## src/rtl/fbw_row_sink_if.sv

```systemverilog
// Frame-buffer write bus between the row generator (master) and the row sink (slave),
// including the display vsync input and the frame-memory write port.
interface fbw_row_sink_if #(
  parameter int LOG_N_ROWS = 6,
  parameter int LOG_N_COLS = 6,
  parameter int BITDEPTH   = 24
);
  logic [LOG_N_ROWS-1:0]            fbw_row_addr;
  logic                             fbw_row_store;
  logic                             fbw_row_rdy;
  logic                             fbw_row_swap;
  logic [BITDEPTH-1:0]              fbw_data;
  logic [LOG_N_COLS-1:0]            fbw_col_addr;
  logic                             fbw_wren;
  logic                             frame_swap;
  logic                             frame_rdy;
  logic                             disp_vsync;
  logic                             disp_frame_sel;
  logic [LOG_N_ROWS+LOG_N_COLS:0]   fbm_addr;
  logic [BITDEPTH-1:0]              fbm_data;
  logic                             fbm_wren;

  modport master (
    output fbw_row_addr, fbw_row_store, fbw_row_swap, fbw_data, fbw_col_addr, fbw_wren,
           frame_swap, disp_vsync,
    input  fbw_row_rdy, frame_rdy, disp_frame_sel, fbm_addr, fbm_data, fbm_wren
  );

  modport slave (
    input  fbw_row_addr, fbw_row_store, fbw_row_swap, fbw_data, fbw_col_addr, fbw_wren,
           frame_swap, disp_vsync,
    output fbw_row_rdy, frame_rdy, disp_frame_sel, fbm_addr, fbm_data, fbm_wren
  );
endinterface

```

## src/rtl/fbw_row_sink.sv

```systemverilog
// Row sink: double-buffered line buffer, row copy engine into the back frame,
// and front/back frame exchange aligned to display vsync.
module fbw_row_sink #(
  parameter int LOG_N_ROWS = 6,
  parameter int LOG_N_COLS = 6,
  parameter int BITDEPTH   = 24
) (
  input logic clk,
  input logic rst,
  fbw_row_sink_if.slave bus
);
  localparam int N_COLS = 1 << LOG_N_COLS;

  typedef enum logic [1:0] {IDLE, COPY, FLUSH} state_t;

  typedef struct packed {
    logic                  src;
    logic                  dst;
    logic [LOG_N_ROWS-1:0] row;
  } job_t;

  state_t                         state, state_nxt;
  job_t                           job;
  logic [LOG_N_COLS-1:0]          col;
  logic                           lb_wr;
  logic                           swap_pending;
  logic                           frame_sel;
  logic                           row_rdy;
  logic                           rd_en;
  logic                           store_ok;
  logic                           swap_go;
  logic                           wren_q;
  logic [LOG_N_ROWS+LOG_N_COLS:0] addr_q;
  logic [BITDEPTH-1:0]            rd_data;
  logic [BITDEPTH-1:0]            lb0 [N_COLS];
  logic [BITDEPTH-1:0]            lb1 [N_COLS];

  always_ff @(posedge clk or posedge rst)
    if (rst) state <= IDLE;
    else     state <= state_nxt;

  always_comb begin
    state_nxt = state;
    case (state)
      IDLE:    if (bus.fbw_row_store) state_nxt = COPY;
      COPY:    if (col == '1) state_nxt = FLUSH;
      FLUSH:   state_nxt = IDLE;
      default: state_nxt = IDLE;
    endcase
  end

  always_comb begin
    row_rdy = 1'b0;
    rd_en   = 1'b0;
    case (state)
      IDLE:    row_rdy = 1'b1;
      COPY:    rd_en   = 1'b1;
      default: ;
    endcase
  end

  assign store_ok = row_rdy & bus.fbw_row_store;
  // Never move the front frame while a row is landing in the back frame.
  assign swap_go  = bus.disp_vsync & (swap_pending | bus.frame_swap) & (state == IDLE);

  always_ff @(posedge clk or posedge rst) begin
    if (rst) begin
      job          <= '0;
      col          <= '0;
      lb_wr        <= 1'b0;
      swap_pending <= 1'b0;
      frame_sel    <= 1'b0;
      wren_q       <= 1'b0;
      addr_q       <= '0;
      rd_data      <= '0;
    end else begin
      if (store_ok) begin
        job <= '{src: lb_wr, dst: ~frame_sel, row: bus.fbw_row_addr};
        col <= '0;
      end else if (rd_en) begin
        col <= col + 1'b1;
      end
      if (row_rdy && bus.fbw_row_swap) lb_wr <= ~lb_wr;
      if (swap_go) begin
        frame_sel    <= ~frame_sel;
        swap_pending <= 1'b0;
      end else if (bus.frame_swap) begin
        swap_pending <= 1'b1;
      end
      // Address travels with the registered buffer read so strobe, addr and data align.
      wren_q <= rd_en;
      if (rd_en) begin
        rd_data <= job.src ? lb1[col] : lb0[col];
        addr_q  <= {job.dst, job.row, col};
      end
    end
  end

  always_ff @(posedge clk)
    if (bus.fbw_wren) begin
      if (lb_wr) lb1[bus.fbw_col_addr] <= bus.fbw_data;
      else       lb0[bus.fbw_col_addr] <= bus.fbw_data;
    end

  assign bus.fbw_row_rdy    = row_rdy;
  assign bus.frame_rdy      = ~swap_pending;
  assign bus.disp_frame_sel = frame_sel;
  assign bus.fbm_addr       = addr_q;
  assign bus.fbm_data       = rd_data;
  assign bus.fbm_wren       = wren_q;
endmodule

```

## src/flat_wrapper.sv

```systemverilog
// flat-port wrapper written by rule: the top's interface ports become plain ports
module fbw_row_sink_flat 
#(
  parameter int LOG_N_ROWS = 6,
  parameter int LOG_N_COLS = 6,
  parameter int BITDEPTH   = 24
)
  (clk, rst, bus_fbw_row_addr, bus_fbw_row_store, bus_fbw_row_swap, bus_fbw_data, bus_fbw_col_addr, bus_fbw_wren, bus_frame_swap, bus_disp_vsync, bus_fbw_row_rdy, bus_frame_rdy, bus_disp_frame_sel, bus_fbm_addr, bus_fbm_data, bus_fbm_wren);
  fbw_row_sink_if #(.LOG_N_ROWS(LOG_N_ROWS), .LOG_N_COLS(LOG_N_COLS), .BITDEPTH(BITDEPTH)) bus_i ();
  input logic clk;
  input logic rst;
  input wire logic [$bits(bus_i.fbw_row_addr)-1:0] bus_fbw_row_addr;
  input wire logic [$bits(bus_i.fbw_row_store)-1:0] bus_fbw_row_store;
  input wire logic [$bits(bus_i.fbw_row_swap)-1:0] bus_fbw_row_swap;
  input wire logic [$bits(bus_i.fbw_data)-1:0] bus_fbw_data;
  input wire logic [$bits(bus_i.fbw_col_addr)-1:0] bus_fbw_col_addr;
  input wire logic [$bits(bus_i.fbw_wren)-1:0] bus_fbw_wren;
  input wire logic [$bits(bus_i.frame_swap)-1:0] bus_frame_swap;
  input wire logic [$bits(bus_i.disp_vsync)-1:0] bus_disp_vsync;
  output wire logic [$bits(bus_i.fbw_row_rdy)-1:0] bus_fbw_row_rdy;
  output wire logic [$bits(bus_i.frame_rdy)-1:0] bus_frame_rdy;
  output wire logic [$bits(bus_i.disp_frame_sel)-1:0] bus_disp_frame_sel;
  output wire logic [$bits(bus_i.fbm_addr)-1:0] bus_fbm_addr;
  output wire logic [$bits(bus_i.fbm_data)-1:0] bus_fbm_data;
  output wire logic [$bits(bus_i.fbm_wren)-1:0] bus_fbm_wren;
  assign bus_i.fbw_row_addr = bus_fbw_row_addr;
  assign bus_i.fbw_row_store = bus_fbw_row_store;
  assign bus_i.fbw_row_swap = bus_fbw_row_swap;
  assign bus_i.fbw_data = bus_fbw_data;
  assign bus_i.fbw_col_addr = bus_fbw_col_addr;
  assign bus_i.fbw_wren = bus_fbw_wren;
  assign bus_i.frame_swap = bus_frame_swap;
  assign bus_i.disp_vsync = bus_disp_vsync;
  assign bus_fbw_row_rdy = bus_i.fbw_row_rdy;
  assign bus_frame_rdy = bus_i.frame_rdy;
  assign bus_disp_frame_sel = bus_i.disp_frame_sel;
  assign bus_fbm_addr = bus_i.fbm_addr;
  assign bus_fbm_data = bus_i.fbm_data;
  assign bus_fbm_wren = bus_i.fbm_wren;
  fbw_row_sink #(.LOG_N_ROWS(LOG_N_ROWS), .LOG_N_COLS(LOG_N_COLS), .BITDEPTH(BITDEPTH)) u_core (.clk(clk), .rst(rst), .bus(bus_i));
endmodule
```

## config.mk

```make
export PLATFORM = sky130hd
export DESIGN_NAME = fbw_row_sink_flat
export DESIGN_NICKNAME = d
export VERILOG_FILES = /design/src/rtl/fbw_row_sink_if.sv /design/src/rtl/fbw_row_sink.sv /design/src/flat_wrapper.sv
export SDC_FILE = /design/constraint.sdc
export NUM_CORES = 2
export LEC_CHECK = 0
export BUFFER_PORTS_ARGS = -buffer_cell sky130_fd_sc_hd__buf_2
export CAP_MARGIN = 10
export CORE_MARGIN = 4
export CORE_UTILIZATION = 40
export CTS_CLUSTER_SIZE = 12
export DETAILED_ROUTE_END_ITERATION = 8
export PLACE_DENSITY = 0.62
export REMOVE_ABC_BUFFERS = 1
export SLEW_MARGIN = 20
export SYNTH_ARGS = -nofsm -noshare
export SYNTH_HDL_FRONTEND = slang
export SYNTH_SLANG_ARGS = --single-unit
```

## constraint.sdc

```tcl
create_clock -name clk -period 3.3 [get_ports clk]
set_input_delay 0.495 -clock clk [delete_from_list [all_inputs] [get_ports clk]]
set_output_delay 0.495 -clock clk [all_outputs]
set_load 0.01 [all_outputs]
```

== Word-level counts from Yosys, hierarchy flattened ==
Memory sizes are Yosys's and may differ from the RTL's.
Cells that the tools add are included.

* Memories kept: 2
* Bits in registers: 57
* Output and inout port bits: 41
* Bits of input ports: 43
* Bits in writable memories: 3072

{| class="wikitable"
|+ Memory list
! memory !! words !! bits a word !! rd ports !! clocked after Yosys merged registers in !! wr ports !! line !! source
|-
| u_core.lb0 || 64 || 24 || 1 || 0 || 1 || fbw_row_sink.sv:35 || <nowiki>logic [BITDEPTH-1:0] lb0 [N_COLS];</nowiki>
|-
| u_core.lb1 || 64 || 24 || 1 || 0 || 1 || fbw_row_sink.sv:36 || <nowiki>logic [BITDEPTH-1:0] lb1 [N_COLS];</nowiki>
|}

* Muxes and demuxes: 16
* Bitwise operators: 7
* Reductions and logical operators: 5
* Add/sub/neg operators: 1
* Equality and inequality tests: 4

{| class="wikitable"
|+ Operator list
! kind !! number
|-
| $mux W24 || 1
|-
| $mux W6 || 2
|-
| $mux W1 || 10
|-
| $add A6 B1 Y6 const B || 1
|-
| $eq A6 B6 Y1 const B || 1
|-
| $mux W2 || 2
|-
| $pmux W2 S2 || 1
|-
| $reduce_bool A2 Y1 || 2
|-
| $and A1 B1 Y1 || 3
|-
| $not A1 Y1 || 3
|-
| $eq A2 B1 Y1 const B || 1
|-
| $logic_not A2 Y1 || 1
|-
| $ne A2 B1 Y1 const B || 1
|-
| $ne A2 B2 Y1 const B || 1
|-
| $reduce_and A2 Y1 || 1
|-
| $logic_and A1 B1 Y1 || 1
|-
| $or A1 B1 Y1 || 1
|}

== Longest topological paths before layout ==
* Depth after elaboration: 4
* Gate-level depth with buffers: 11
* Mapped depth without buffers: 7

== Worst setup path before layout ==
OpenSTA, ideal clock, no wires.

* Path kind: input to register
* Start point: in bus_fbw_col_addr[2]
* End point: mem u_core.lb0[44][0], enable pin
* Data required time: 2.895 ns
* Cell stages on the path: 5
* Setup time: 0.405 ns
* Arrival time: 2.558 ns
* Slack: 0.337 ns
* Cells stage by stage: clkbuf_1 > or3b_2 > clkbuf_1 > clkbuf_1 > nor2_1

{| class="wikitable"
|+ RTL lines
! element !! line !! source
|-
| start, declared || flat_wrapper.sv:16 || <nowiki>input wire logic [$bits(bus_i.fbw_col_addr)-1:0] bus_fbw_col_addr;</nowiki>
|-
| end, declared || fbw_row_sink.sv:35 ||
|}

No word-level cell before the write port.

== Worst setup path in the final report ==
* Start point: reg u_core.col[2]
* End point: reg u_core.rd_data[20], in the netlist u_core.bus.fbm_data[20]

* Word-level cells in the longest chain between the ends: 2
* Elaborated cells on any way between the ends: 3
* Those cells by class: 1 x mux; 2 x memory

{| class="wikitable"
|+ RTL lines
! element !! line !! source
|-
| start, declared || fbw_row_sink.sv:24 || <nowiki>logic [LOG_N_COLS-1:0] col;</nowiki>
|-
| start signal, assigned || fbw_row_sink.sv:81 || <nowiki>col <= col + 1'b1;</nowiki>
|-
| $mem_v2 Z64 W24 (on tied branches) || - ||
|-
| $mux W24 (*) || fbw_row_sink.sv:93 || <nowiki>rd_data <= job.src ? lb1[col] : lb0[col];</nowiki>
|-
| end signal, assigned || fbw_row_sink.sv:93 ||
|-
| end, declared || fbw_row_sink.sv:34 || <nowiki>logic [BITDEPTH-1:0] rd_data;</nowiki>
|}

Mark *: on every way between the ends. The rest lies on a longest branch, timed or not.
A chain may end at the register's enable or synchronous reset.

==> impl_results.md <==
* Max VDD drop at ~0.51 mV
* Post-synth top area share at 76.7%
* Root Driver: clkbuf_16
* IO Count at 84
* Buf/Inv on CP at 4
* Worst r2r src: u_core.col[2]$_DFFE_PP0P_
* FP Rows at 201
* ANT nets after route at 0
* Setup TNS Final at 0 ns
* Maxcap violations at 0
* Vias in the first global route at between 50000 and 60000
* Synth warn at 0
* Crit-path max cell delay at approximately 0.58 ns
* Max-slew headroom at 23.1%
* Sw Pwr at ~34 mW
* Outcome: finished clean
* H-tree levels at 5
* Layout area overhead at 16.7%
* I/O Buffers at between 80 and 90
* Slew of the pin with the lowest slew margin at 1.15 ns
* Worst-path cell chain: inv_8, buf_4, buf_4, mux2i_1, o22ai_1, o22ai_1, o31ai_2, buf_4, a22o_1
* Layout cells sized above 1 at 30.4%
* Core footprint at 300000 um^2
* Routed vias/inst at 5.90
* PD cells at ~800 nW/um^2
* CP startpoint: u_core.col[2]$_DFFE_PP0P_
* GR Overflow Total at 0
* DRC Markers at 0
* Leading cell type in the layout, fill and taps excluded: edfxtp_1
* Sequential Power Share at about two fifths
* Placed Instances at 9645
* Clock buffer depth at 4
* Worst-path clk slew at 0.06 ns
* Register bit total from synthesis at 3129
* Final RePlAce weighted congestion at 0.831
* Cell mode on critical path: buf_4
* Mapped cell area at 120000 um^2
* R2r endpoint: u_core.bus.fbm_data[20]$_DFFE_PP0N_
* Die Y at 556 um
* Cell Area, Placed at 130000 um^2
* Final non-filler cell total at 10200
* Crit path kind: register to register
* First-pass GRT wire length at 466000 um
* Min Tclk post-route at between 3 and 4 ns
* CP Launch Type: register
* Largest net degree at the start of global routing at 129
* Cell depth of the worst setup path at 9
* Post-layout utilization of the core at 46.8%
* Logic pwr share at 30.0%
* Register area share after synthesis at between 70 and 80%
* Most frequent cells in the layout: edfxtp_1, mux4_2, clkbuf_16
* Die area at ~310000 um^2
* FILL cells at 24300
* Setup WS pre-CTS at -0.205 ns
* Synth cell types at 61
* Final hold vios at 0
* Slowest-stage cell, CP: dfrtp_4
* Final #Nets at 6069
* Gr usage total at about a fifth
* Antenna violations before repair at 23
* Worst Hold Class: input port to register
* Tot Pwr at 113 mW
* DR pass1 iterations at 8
* Routed WL at 331000 um
* Later-pin clock latency in the skew report at 0.90 ns
* Slew Viols, Final at 0
* Die Wd at 556 um
* Vias at roughly 60000
* Final period util at between 90% and 100%
* Fmax at 307 MHz
* Post-synth ARST share at 1.82%
* Unrepaired setup endpoints after global routing: true
* Design area at 140000 um^2
* Clk network pwr share at 30.0%
* CTS tree: built
* Post-Syn Area per Cell at between 20 and 25 um^2
* Critical path destination: u_core.bus.fbm_data[20]$_DFFE_PP0N_
* Leakage power at approximately 45 nW
* WP data required at 4.06 ns
* Num CTS Buffers at 324
* Area contributors post-synth: edfxtp_1, mux4_2, mux2i_1
* Switching Share at 30.6%
* DRT iter0 DRCs at 8417
* Int Pwr at 78.1 mW
* Cell taking the most area after synthesis: edfxtp_1
* Max Fanout on Critical Path at 35
* Synth Flop Type: edfxtp_1
* Hold Slack at about 0.048 ns
* Initial Util at 40.1%
* Post-synth EDFFs at 3072
* Endpoint class of the critical path: register
* R2r setup slk at 0.04 ns
* Hpwl dp at slightly below 200000 um
* R2R cell count at 9
* Cells after Synth at 5420
* Finish-stage setup viols at 0
* Wire per inst at 32.4 um
* Setup ws final at 0.0420 ns
* Dominant delay contributor by cell family on the critical path: buffers and inverters
* Clk sinks at between 3000 and 4000
* Critical path arrival at 4.02 ns
* Clock skew at 0.0566 ns
==> power groups by stage <==
stage	clock network [mW]	registers (mW)	logic (mW)
final	33.8	44.9	33.8
after global routing	36.1	44.9	35.4
after CTS	34.4	45.0	33.9
after detailed placement	0	45.8	33.6
after global placement	0	45.8	33.4
after floorplan	0	46.2	10.3
==> synth_stat cells (19+ instances only) <==
cell and count:
a21oi_1 31, nor2_1 270, buf_4 56, a221oi_1 21, mux2i_1 326, a32oi_1 25, edfxtp_1 3072, o31ai_1 20
nand3_1 36, buf_6 19, nand2_1 197, o22ai_1 80, buf_1 33, buf_2 80, dfrtp_1 57, o21ai_0 28
a22oi_1 53, clkbuf_1 103, mux4_2 740
==> state kept, by name, indices dropped and copies added, names as in the netlist <==
register	cells
u_core.bus.disp_frame_sel	1
u_core.bus.fbm_addr	13
u_core.bus.fbm_data	24
u_core.bus.fbm_wren	1
u_core.col	6
u_core.job	8
u_core.lb0	1536
u_core.lb1	1536
u_core.lb_wr	1
u_core.state	2
u_core.swap_pending	1
==> metal layers <==
metal	up-vias	part of all wire, %	global-route usage [%]
met5	-	0.0039	0
met3	517	8.2	3.50
met1	32700	40	29.5
li1	24000	-	-
met4	2	3.9	7.37
met2	2926	48	33.7
==> kinds of logic after synthesis <==
group,Yosys count,share of synthesized area (%)
flops,3129,77.9
xor+xnor,4,0.0291
buf+inv,303,1.35
compound gates,352,2.11
mux,1075,16.7
simple gates,556,1.90
fa+ha+maj,1,0.0104
==> area by class of cell <==
type	count	area [um^2]	area share, %
Antenna cell	10	25.0	0.0178
Clock buffer	460	8890	6.34
Clock inverter	73	681	0.485
Inverter	9	45.0	0.0321
Multi-Input combinational cell	1988	25500	18.2
Sequential cell	3129	93700	66.8
Tap cell	3958	4950	3.53
Timing Repair Buffer	573	6480	4.62
==> timing repair <==
item                       in CTS  in global routing
hold endpoints to repair       32                  0
gates resized for setup        20                 14
hold buffers                   11                  0
setup endpoints to repair      12                 12
setup buffers                   0                  0
cloned                          0                  1
==> how the worst min path moves through the flow <==
| stage | startpoint | end | slack (ns) | cells after the start |
|---|---|---|---|---|
| after floorplan | u_core.job[4]$_DFFE_PP0P_ | u_core.bus.fbm_addr[10]$_DFFE_PP0N_ | 0.43 | 2 |
| after global placement | u_core.job[5]$_DFFE_PP0P_ | u_core.bus.fbm_addr[11]$_DFFE_PP0N_ | 0.45 | 2 |
| after detailed placement | u_core.job[4]$_DFFE_PP0P_ | u_core.bus.fbm_addr[10]$_DFFE_PP0N_ | 0.46 | 2 |
| after CTS | bus_fbw_data[0] | u_core.lb0[42][0]$_DFFE_PP_ | 0.008 | 1 |
| after global routing | bus_fbw_data[0] | u_core.lb0[40][0]$_DFFE_PP_ | 0.02 | 1 |
| final | bus_fbw_data[0] | u_core.lb0[39][0]$_DFFE_PP_ | 0.05 | 1 |
==> worst register-to-register path: stages (launching register included) <==
cell,delay [ns]
dfrtp_4,0.58
inv_8,0.48
buf_4,0.43
buf_4,0.23
mux2i_1,0.24
o22ai_1,0.13
o22ai_1,0.49
o31ai_2,0.14
buf_4,0.22
a22o_1,0.20
No activity file was read; power rests on OpenSTA's default activity.
